## config.mk

```make
export PLATFORM = sky130hd
export DESIGN_NAME = nested_loop_counter_flat
export DESIGN_NICKNAME = d
export VERILOG_FILES = /design/src/rtl/nested_loop_counter_if.sv /design/src/rtl/nested_loop_counter.sv /design/src/flat_wrapper.sv
export SDC_FILE = /design/constraint.sdc
export NUM_CORES = 1
export LEC_CHECK = 0
export CORE_MARGIN = 8
export CORE_UTILIZATION = 50
export DETAILED_ROUTE_END_ITERATION = 8
export HOLD_SLACK_MARGIN = 0.08
export PLACE_DENSITY_LB_ADDON = 0.12
export SETUP_SLACK_MARGIN = 0.5
export SLEW_MARGIN = 20
export SYNTH_ARGS = -nofsm -noshare
export SYNTH_HDL_FRONTEND = slang
export SYNTH_SLANG_ARGS = --single-unit
```

## constraint.sdc

```tcl
create_clock -name clk -period 5.5 [get_ports clk]
set_input_delay 0.825 -clock clk [delete_from_list [all_inputs] [get_ports clk]]
set_output_delay 0.825 -clock clk [all_outputs]
set_load 0.005 [all_outputs]
```

## src/rtl/nested_loop_counter_if.sv

```systemverilog
// Control/status bundle for nested_loop_counter: start/en/abort and the
// latched end values in, per-level counts and loop status out.
interface nested_loop_counter_if #(
    parameter int WIDTH  = 16,
    parameter int LEVELS = 3
);
    logic                      start;
    logic                      en;
    logic                      abort;
    logic [LEVELS*WIDTH-1:0]   end_count;
    logic [LEVELS*WIDTH-1:0]   cnt;
    logic [LEVELS-1:0]         carry;
    logic                      last;
    logic                      busy;
    logic                      done;

    modport master (
        output start, en, abort, end_count,
        input  cnt, carry, last, busy, done
    );

    modport slave (
        input  start, en, abort, end_count,
        output cnt, carry, last, busy, done
    );
endinterface

```

## src/rtl/nested_loop_counter.sv

```systemverilog
// Nested loop counter: LEVELS odometer-style counters, level 0 innermost,
// each wrapping at its own inclusive end value latched when the nest starts.
module nested_loop_counter #(
    parameter int WIDTH  = 16,
    parameter int LEVELS = 3
) (
    input  logic                  clk,
    input  logic                  rst,
    nested_loop_counter_if.slave  bus
);

    typedef enum logic [1:0] {
        IDLE = 2'd0,
        RUN  = 2'd1,
        DONE = 2'd2
    } state_t;

    localparam logic [WIDTH-1:0] CNT_ONE = WIDTH'(1'b1);

    state_t                    state_r;
    state_t                    state_next_s;
    logic [LEVELS*WIDTH-1:0]   cnt_r;
    logic [LEVELS*WIDTH-1:0]   cnt_next_s;
    logic [LEVELS*WIDTH-1:0]   cnt_adv_s;
    logic [LEVELS*WIDTH-1:0]   end_r;
    logic [LEVELS*WIDTH-1:0]   end_next_s;
    logic                      busy_r;
    logic                      done_r;
    logic [LEVELS-1:0]         eq_s;
    logic [LEVELS-1:0]         match_s;
    logic [LEVELS-1:0]         carry_s;
    logic                      run_s;
    logic                      last_s;

    // Per-level terminal compare against the latched end values
    always_comb begin
        eq_s = '0;
        for (int i = 0; i < LEVELS; i++) begin
            eq_s[i] = (cnt_r[i*WIDTH +: WIDTH] == end_r[i*WIDTH +: WIDTH]);
        end
    end

    // match_s[i]: levels 0..i all sit at their end value (prefix AND)
    always_comb begin
        logic acc;
        acc     = 1'b1;
        match_s = '0;
        for (int i = 0; i < LEVELS; i++) begin
            acc        = acc & eq_s[i];
            match_s[i] = acc;
        end
    end

    // Status decode: carries only ripple on an en step while running
    always_comb begin
        run_s   = (state_r == RUN);
        carry_s = (run_s && bus.en) ? match_s : '0;
        last_s  = run_s && match_s[LEVELS-1];
    end

    // Odometer advance: a level steps when every lower level wraps
    always_comb begin
        cnt_adv_s = cnt_r;
        for (int i = 0; i < LEVELS; i++) begin
            if (match_s[i]) begin
                cnt_adv_s[i*WIDTH +: WIDTH] = '0;
            end else if ((i == 0) || match_s[(i > 0) ? i-1 : 0]) begin
                cnt_adv_s[i*WIDTH +: WIDTH] = cnt_r[i*WIDTH +: WIDTH] + CNT_ONE;
            end else begin
                cnt_adv_s[i*WIDTH +: WIDTH] = cnt_r[i*WIDTH +: WIDTH];
            end
        end
    end

    // Next-state and next-count selection; abort outranks en
    always_comb begin
        state_next_s = state_r;
        cnt_next_s   = cnt_r;
        end_next_s   = end_r;
        case (state_r)
            IDLE: begin
                if (bus.start) begin
                    state_next_s = RUN;
                    end_next_s   = bus.end_count;
                    cnt_next_s   = '0;
                end else begin
                    state_next_s = IDLE;
                end
            end
            RUN: begin
                if (bus.abort) begin
                    state_next_s = IDLE;
                    cnt_next_s   = '0;
                end else if (bus.en) begin
                    if (last_s) begin
                        state_next_s = DONE;
                        cnt_next_s   = '0;
                    end else begin
                        state_next_s = RUN;
                        cnt_next_s   = cnt_adv_s;
                    end
                end else begin
                    state_next_s = RUN;
                end
            end
            DONE: begin
                state_next_s = IDLE;
                cnt_next_s   = '0;
            end
            default: begin
                state_next_s = IDLE;
                cnt_next_s   = '0;
            end
        endcase
    end

    // State, counts, latched ends and registered status flags
    always_ff @(posedge clk) begin
        if (!rst) begin
            state_r <= IDLE;
            cnt_r   <= '0;
            end_r   <= '0;
            busy_r  <= 1'b0;
            done_r  <= 1'b0;
        end else begin
            state_r <= state_next_s;
            cnt_r   <= cnt_next_s;
            end_r   <= end_next_s;
            busy_r  <= (state_next_s == RUN) || (state_next_s == DONE);
            done_r  <= (state_next_s == DONE);
        end
    end

    assign bus.cnt   = cnt_r;
    assign bus.carry = carry_s;
    assign bus.last  = last_s;
    assign bus.busy  = busy_r;
    assign bus.done  = done_r;

endmodule
```

## src/flat_wrapper.sv

```systemverilog
// flat-port wrapper written by rule: the top's interface ports become plain ports
module nested_loop_counter_flat 
#(
    parameter int WIDTH  = 16,
    parameter int LEVELS = 3
)
  (clk, rst, bus_start, bus_en, bus_abort, bus_end_count, bus_cnt, bus_carry, bus_last, bus_busy, bus_done);
  nested_loop_counter_if #(.WIDTH(WIDTH), .LEVELS(LEVELS)) bus_i ();
  input  logic clk;
  input  logic rst;
  input wire logic [$bits(bus_i.start)-1:0] bus_start;
  input wire logic [$bits(bus_i.en)-1:0] bus_en;
  input wire logic [$bits(bus_i.abort)-1:0] bus_abort;
  input wire logic [$bits(bus_i.end_count)-1:0] bus_end_count;
  output wire logic [$bits(bus_i.cnt)-1:0] bus_cnt;
  output wire logic [$bits(bus_i.carry)-1:0] bus_carry;
  output wire logic [$bits(bus_i.last)-1:0] bus_last;
  output wire logic [$bits(bus_i.busy)-1:0] bus_busy;
  output wire logic [$bits(bus_i.done)-1:0] bus_done;
  assign bus_i.start = bus_start;
  assign bus_i.en = bus_en;
  assign bus_i.abort = bus_abort;
  assign bus_i.end_count = bus_end_count;
  assign bus_cnt = bus_i.cnt;
  assign bus_carry = bus_i.carry;
  assign bus_last = bus_i.last;
  assign bus_busy = bus_i.busy;
  assign bus_done = bus_i.done;
  nested_loop_counter #(.WIDTH(WIDTH), .LEVELS(LEVELS)) u_core (.clk(clk), .rst(rst), .bus(bus_i));
endmodule
```

==> summary.md <==
| Metric | Value |
|---|---|
| Max Fclk | roughly 270 MHz |
| Post-DRT Antenna Nets | 0 |
| Max_slew headroom | 30.1% |
| Leading area contributor after synthesis | dfxtp_1 |
| Clock Latency Late Sink | 0.36 ns |
| LEAKAGE | 2.04 nW |
| Post-synth top area share | 41.6% |
| Fillcell total | between 800 and 900 |
| Critical path class | reg -> out |
| Synth-to-Final Area Change | 26.8% |
| GRT met2 Usage | between 30% and 40% |
| Hold Path Class | reg -> reg |
| Fin nets | 716 |
| GR Util met3 | approximately 5.6% |
| Startpoint types | flop |
| Starting Density | between 50% and 60% |
| Largest net degree at the start of global routing | 50 |
| Inst Count DP | 781 |
| Root Driver | clkbuf_8 |
| Chip width | 114 um |
| # resized after CTS | 0 |
| Layout cells sized above 1 | 4.37% |
| Via count | between 4000 and 5000 |
| Reg clk slew, reported paths | 0.10 ns |
| Fin area | 0.00611 mm^2 |
| Final Util | 64.0% |
| Cells after Synth | 570 |
| Antenna violations before repair | 0 |
| Unrepaired setup endpoints after global routing | false |
| RD Place Congestion | 0.847 |
| Post-DR vias/cell | 5.49 |
| DRC | 0 |
| GRT Resource Usage Total | 19.7% |
| Area after DPL | 0.00594 mm^2 |
| Rows | 36 |
| Worst Path Buf+Inv | 1 |
| Per-cell routed wire length | between 15 and 20 um |
| Die H | 114 um |
| First-pass GRT wire length | 20700 um |
| H-tree depth | 3 |
| Pre-Repair DR Iteration Count | 6 |
| Cell Area, Synth | 0.00482 mm^2 |
| Worst-path cell chain | xor2_1 -> nor4_2 -> and4_1 -> nand3_1 -> nor2_1 -> clkdlybuf4s50_1 |
| Power Density | between 200 and 250 mW/mm^2 |
| Clock sink count | 100 |
| Hold slack final | 0.484 ns |
| Post-synthesis sequential area ratio | ~42% |
| Max clock buf depth | 2 |
| Cell variety after synth | between 50 and 60 |
| Diodes inserted | 0 |
| Min cycle time layout | 3.65 ns |
| CTS Buf Count | 9 |
| Syn. warnings | 0 |
| CP arrival | 2.83 ns |
| Worst slack, placed | between 2 and 2.5 ns |
| Post-DP HPWL | 9410 um |
| Syn Nets | ~630 |
| Setup bufs post-CTS | 0 |
| Vias in the first global route | 4253 |
| Period utilization | 66.4% |
| # port buffers | 106 |
| CP max stage delay | 0.54 ns |
| Worst-path fanout max | 12 |
| Mapped Avg Cell Area | approximately 8.5 um^2 |
| Final setup TNS | 0 ns |
| 1st-iter DRT viols | 303 |
| Crit. End Element | output pin |
| Fin cells | 797 |
| Max rail drop VDD | 0.116 mV |
| Tot Pwr | 1.37 mW |
| Critical path's slowest cell | and4_1 |
| Clock skew | 0.0123 ns |
| Synth Register Bits | 100 |
| CTS tree | built |
| Most frequent cells in the layout | 120 x nand2_1, 106 x clkdlybuf4s50_1, 100 x dfxtp_1 |
| GR Util met1 | 23.6% |
| Fin worst setup slack | 1.85 ns |
| Core Box Area | between 0.009 and 0.01 mm^2 |
| Final Max Tran Viols | 0 |
| Post-synth ARST share | 0% |
| Most common cell after layout, fill and taps aside | nand2_1 |
| EDFF count, synth | 0 |
| CP required | 4.68 ns |
| Prevailing post-synth register cell | dfxtp_1 |
| Gr ovfl total | 0 |
| Max Cap Violations | 0 |
| Hold-fix buffers, CTS | 0 |
| Drt total wl | 12800 um |
| Io pins | approximately 110 |
| Die area | 0.0130 mm^2 |
| Final Hold Vio Count | 0 |
| Worst Tran Pin Value | 1.05 ns |
| Most used routing layer | met2 |
| Status | complete, no violations |
| Setup violators final | 0 |
| Cell family with most CP delay | simple AND/OR/NAND/NOR gates |
| Synth top area cells | dfxtp_1 42%, nand2_1 9.4%, xnor2_1 7.6% |
[synthesized netlist by cell type (2+ instances only)]
master and number:
a211oi_1 5, a21boi_0 48, a21oi_1 23, a31o_2 2
a31oi_1 3, and2_1 4, and3_1 7, and4_1 2
buf_1 3, buf_2 6, clkbuf_1 21, dfxtp_1 100
ha_1 4, inv_1 8, nand2_1 120, nand2b_1 3
nand3_1 11, nand3b_1 2, nand4_1 22, nor2_1 30
nor2b_1 5, nor3_1 4, nor3b_1 2, nor4_1 4
nor4_2 3, o2111ai_1 2, o21ai_0 4, o21ai_1 2
o311ai_1 3, o31ai_1 16, or2_2 2, or3_1 3
or4_1 12, xnor2_1 42, xor2_1 26
[worst min-delay path: cells and delay by family, from the launching register on]
family	cells	cell delay, ns
flops	1	0.33
simple gates	1	0.05
compound gates	1	0.06
[where the power goes]
part | total (mW) | internal [mW] | leakage, nW | switching (mW)
registers | 0.768 | 0.748 | 0.814 | 0.0198
clock network | 0.419 | 0.167 | 0.0841 | 0.252
logic | 0.182 | 0.0850 | 1.14 | 0.0972
[state kept, by name (all words and copies together), names as in the netlist]
signal           count
u_core.bus.cnt      48
u_core.state_r       2
u_core.bus.busy      1
u_core.bus.done      1
u_core.end_r        48
[path summary, 6_finish.rpt]
kind,startpoint,to,slack (ns),cells after the start
worst max-delay path,u_core.bus.cnt[7]$_SDFFE_PN0P_,bus_carry[2],1.85,6
worst min-delay path,u_core.end_r[7]$_SDFFE_PN0P_,u_core.end_r[7]$_SDFFE_PN0P_,0.48,2
worst max register to register,u_core.bus.cnt[7]$_SDFFE_PN0P_,u_core.bus.cnt[32]$_SDFFE_PN0P_,2.54,6
worst min register to register,u_core.end_r[7]$_SDFFE_PN0P_,u_core.end_r[7]$_SDFFE_PN0P_,0.48,2
[kinds of logic (layout without fill, tap and decap cells)]
| group | after synthesis | after routing | share of synthesized area (%) |
|---|---|---|---|
| AO/OA/AOI/OAI | 119 | 119 | 17.4 |
| XOR/XNOR | 68 | 68 | 12.4 |
| adder cells (fa/ha/maj) | 4 | 4 | 1.04 |
| buffers and inverters | 39 | 133 | 3.27 |
| flip-flops | 100 | 100 | 41.6 |
| multiplexers | 1 | 1 | 0.208 |
| AND/OR/NAND/NOR | 239 | 239 | 24.2 |
[final cells by class]
type                    instances  area, um^2  area share [%]
well taps                     133         166            2.72
inverters                       8        30.0           0.492
flip-flops and latches        100        2000            32.8
clock inverters                 5        35.0           0.574
clock buffers                  11         131            2.15
multi-input cells             431        2660            43.5
repair buffers                109        1080            17.7
[metal layers]
metal,up-vias,wire [um]
met2,132,6120
met3,16,946
met4,0,216
met5,-,0
li1,2165,-
met1,2065,5490
Power figures use the tool's default switching activity.
==> variant 1, RTL diff (same settings) <==
`WIDTH` is set to 16 in 3 places; all go to 14.
--- a/src/rtl/nested_loop_counter_if.sv
+++ b/src/rtl/nested_loop_counter_if.sv
@@ -2,5 +2,5 @@
 // latched end values in, per-level counts and loop status out.
 interface nested_loop_counter_if #(
-    parameter int WIDTH  = 16,
+    parameter int WIDTH  = 14,
     parameter int LEVELS = 3
 );
--- a/src/rtl/nested_loop_counter.sv
+++ b/src/rtl/nested_loop_counter.sv
@@ -2,5 +2,5 @@
 // each wrapping at its own inclusive end value latched when the nest starts.
 module nested_loop_counter #(
-    parameter int WIDTH  = 16,
+    parameter int WIDTH  = 14,
     parameter int LEVELS = 3
 ) (
--- a/src/flat_wrapper.sv
+++ b/src/flat_wrapper.sv
@@ -2,5 +2,5 @@
 module nested_loop_counter_flat 
 #(
-    parameter int WIDTH  = 16,
+    parameter int WIDTH  = 14,
     parameter int LEVELS = 3
 )
Ports: changed (resized bus_cnt and bus_end_count); port bits go from 107 to 95. The function was not compared with the original's and may differ.
==> variant 1 against the unedited design <==
- register-to-register slack improved by 160 ps
- worst setup slack got worse by 150 ps
- sequential cell count is 12 lower
- cell area shrank 13%
- maximum frequency down 3.8%
- core utilization up 1.5 points
- area after synthesis decreased by 14%
- power decreased by 8.0%
- combinational power decreased by 13%
- wire length fell by 14%
- critical path depth unchanged
- critical path type is now input pin to output port
==> variant 1: results (changes against the unedited design) <==
metric	value	unit	change
status	finished clean		unchanged
Setup Fix Bufs, Post-CTS	0		unchanged
GRT Total Usage	0.191		was 0.197
Final Cycle Share	0.690		was 0.664
layout cell share with drive strength beyond 1	0.0402		was 0.0437
Final #Nets	643		was 716
Vias	3885		was 4378
crit path DAT	2970	ps	was 2830 ps
Clock Pin Slew Worst Setup and Hold Paths	70	ps	was 100 ps
ranking of synthesized cells by area	dfxtp_1, xnor2_1, nand2_1		was dfxtp_1, nand2_1, xnor2_1
sequential share of the synthesized area	0.425		was 0.416
CP max stage delay	570	ps	was 540 ps
Least-Margin Pin Slew	979	ps	was 1050 ps
Worst Skew	13.1	ps	was 12.3 ps
GP Congestion	0.859		was 0.847
crit-path max FO	5		was 12
DR iter-0 viols	175		was 303
pin count of the biggest net entering global routing	51		was 50
synth cell count leaders	nand2_1, dfxtp_1, a21oi_1		was nand2_1, dfxtp_1, a21boi_0
global-route wire length before repair	18000	um	was 20700 um
vias in the first global route	3691		was 4253
Fill cells	735		was 858
LEAKAGE	1.74	nW	was 2.04 nW
Pre-Repair DR Iteration Count	5		was 6
half-perimeter wire length after placement	7990	um	was 9410 um
VDD IR max	163	uV	was 116 uV
routed wire length	11000	um	was 12800 um
Synth cell types	44		was 51
syn_nets	559		was 627
variant 1: cell count changes in the layout (fill, tap and decap cells not counted), moves of 8 or more:
cell / change
o21ai_0: +8
nand2_1: -11
clkdlybuf4s50_1: -12
a21boi_0: -48
dfxtp_1: -12
a21oi_1: +47
nand4_1: -12
xor2_1: -19
nor2_1: -10
variant 1: area by class of cell:
class,count,area [um2],area share
multi-input combinational,391,2270,0.426
inverter,5,18.8,0.00352
tap,105,131,0.0247
timing repair buffer,97,963,0.181
clock buffer,13,139,0.0261
clock inverter,3,42.5,0.00798
sequential,88,1760,0.331
variant 1: worst paths after layout:
path,end,from,depth (start not counted),slack [ps]
max,bus_carry[2],bus_en,6,1700
min reg2reg,u_core.end_r[10],u_core.end_r[10],2,470
min,u_core.end_r[10],u_core.end_r[10],2,470
max reg2reg,u_core.bus.cnt[16],u_core.bus.cnt[0],6,2700
variant 1: power breakdown:
group / switching, mW / internal (mW)
Clock: 0.219 / 0.210
Sequential: 0.0154 / 0.657
Combinational: 0.0870 / 0.0707
variant 1: per-layer routing:
layer,vias to the layer above,track usage,routed length [um]
met2,100,0.305,5150
met3,10,0.0456,612
li1,1947,-,-
met4,0,0.0583,80
met1,1828,0.249,5190
met5,-,0,0
variant 1: per-stage QoR:
step | setup WS (ps) | utilization | cells | instance area [um2] | hold WS (ps)
after global placement | 1910 | 0.632 | 686 | 5140 | 456
final | 1700 | 0.655 | 702 | 5330 | 469
after global routing | 1570 | 0.655 | 702 | 5330 | 496
after detailed placement | 1790 | 0.632 | 686 | 5140 | 463
after floorplan | 3160 | - | 508 | 4150 | 449
after CTS | 1790 | 0.654 | 702 | 5320 | 473
variant 1: tightest hold or removal path, delay by kind of cell, from the launching register on:
family / cells / cell delay, ps
DFF: 1 / 320
AOI/OAI and AO/OA: 1 / 50
and+or+nand+nor: 1 / 50
variant 1: logic make-up (layout without fill, tap and decap cells):
kind of cell,Yosys count,after routing,synth area share
xor+xnor,54,54,0.114
buf+inv,29,118,0.0290
fa+ha+maj,4,4,0.0121
flops,88,88,0.425
simple gates,218,218,0.260
compound gates,115,115,0.160
==> variant 2, RTL diff (same flow settings) <==
Without the edit above. Reset style: asynchronous (`rst`), changed in one clocked block.
--- a/src/rtl/nested_loop_counter.sv
+++ b/src/rtl/nested_loop_counter.sv
@@ -116,5 +116,5 @@
 
     // State, counts, latched ends and registered status flags
-    always_ff @(posedge clk) begin
+    always_ff @(posedge clk or negedge rst) begin
         if (!rst) begin
             state_r <= IDLE;
Function: differs if rst is asserted again (counterexample within 4 cycles, from zero or initial values and one cycle with rst low); with rst held inactive, the same outputs for 4 cycles.
==> variant 2 against the unedited design <==
- worst setup slack got worse by 230 ps
- synthesized cell count fell by 13%
- die area grew 7.2%
- power grew 21%
- sequential power grew 15%
- wire length is 1.8% higher
- via count decreased by 5.0%
- sequential cell count stayed put
- area after synthesis increased by 8.4%
- clock power increased by 6.0%
- cell area up 7.7%
==> variant 2: results (changes against the unedited design) <==
metric	value	unit	change
Setup WS pre-CTS	2020	ps	was 2260 ps
met2 GRT Util	0.303		was 0.330
Synth Area in Compound Gates	0.0908		was 0.174
Post-Place Cells	721		was 781
pin count of the biggest net entering global routing	68		was 50
FF-to-FF setup slack	2470	ps	was 2540 ps
Comb power frac	0.195		was 0.133
routed wl met2	6350	um	was 6120 um
GP Congestion	0.858		was 0.847
VDD IR max	121	uV	was 116 uV
clk cell area share	0.0272		about the same
Final #Nets	653		was 716
comb pwr	0.323	mW	was 0.182 mW
min-delay src	u_core.end_r[8]		was u_core.end_r[7]
LEAKAGE	2.52	nW	was 2.04 nW
half-perimeter wire length after placement	9430	um	was 9410 um
synth cell count leaders	dfrtp_1, mux2_2, nand2_1, xnor2_1, nor2_1		was nand2_1, dfxtp_1, a21boi_0
status	finished clean		unchanged
ranking of synthesized cells by area	dfrtp_1, mux2_2, xnor2_1		was dfxtp_1, nand2_1, xnor2_1
Post-synth top flop	dfrtp_1		was dfxtp_1
cell depth of the worst hold path	1		was 2
sequential share of the synthesized area	0.479		was 0.416
Worst R2R Start	u_core.bus.cnt[4]		was u_core.bus.cnt[7]
Pre-Repair DR Iteration Count	4		was 6
proportion of synthesized area in mux cells	0.103		was 0.00208
DR iter-0 viols	248		was 303
worst hold slack	534	ps	was 484 ps
Worst Hold Endpoint	u_core.end_r[8]		was u_core.end_r[7]
signal buffers share of area	0.168		was 0.177
final worst path period need	3880	ps	was 3650 ps
FF/Latch Area	2500	um2	was 2000 um2
Synth cell types	43		was 51
Clk power	0.444	mW	was 0.419 mW
global-route wire length before repair	21700	um	was 20700 um
reg2reg end	u_core.bus.cnt[28]		was u_core.bus.cnt[32]
cell count after synthesis	495		was 570
Placed Area	6400	um2	was 5940 um2
fin util	0.643		was 0.640
total die area	14000	um2	was 13000 um2
Max-slew headroom	0.338		was 0.301
Final Non-Filler Cells	737		was 797
CTS Root Cell	clkbuf_8		unchanged
met1 WL	5820	um	was 5490 um
XOR/XNOR Fraction of Synth Area	0.104		was 0.124
vias in the first global route	4252		was 4253
count of multi-input gates	365		was 431
metal3 WL	658	um	was 946 um
multi-input logic area	2590	um2	was 2660 um2
routed wire length	13000	um	was 12800 um
nonclk buf count	112		was 109
Fill cells	877		was 858
Worst Skew	14.7	ps	was 12.3 ps
layout cell share with drive strength beyond 1	0.135		was 0.0437
syn_nets	552		was 627
GRT Total Usage	0.188		was 0.197
crit path DAT	3060	ps	was 2830 ps
-- variant 2: cell count changes in the layout (fill, tap and decap cells not counted), sizes merged, moves of 4 or more --
cell,change
o31ai,-7
o21ai,+10
dfxtp,-100
nand2,-79
xor2,-6
a211oi,-5
dfrtp,+100
o211ai,+14
nand3,+12
a21boi,-48
buf,+4
mux2,+48
-- variant 2: worst max-delay path by stage --
stage | start | to | slack (ps) | cells past startpoint
4_1_cts | u_core.bus.cnt[4] | bus_carry[1] | 1600 | 6
3_3_place_gp | u_core.bus.cnt[15] | bus_carry[1] | 2030 | 6
6_report | u_core.bus.cnt[4] | bus_carry[1] | 1620 | 6
5_1_grt | u_core.bus.cnt[4] | bus_carry[1] | 1370 | 6
2_1_floorplan | u_core.bus.cnt[36] | bus_last | 2980 | 6
3_5_place_dp | u_core.bus.cnt[4] | bus_carry[1] | 2020 | 6
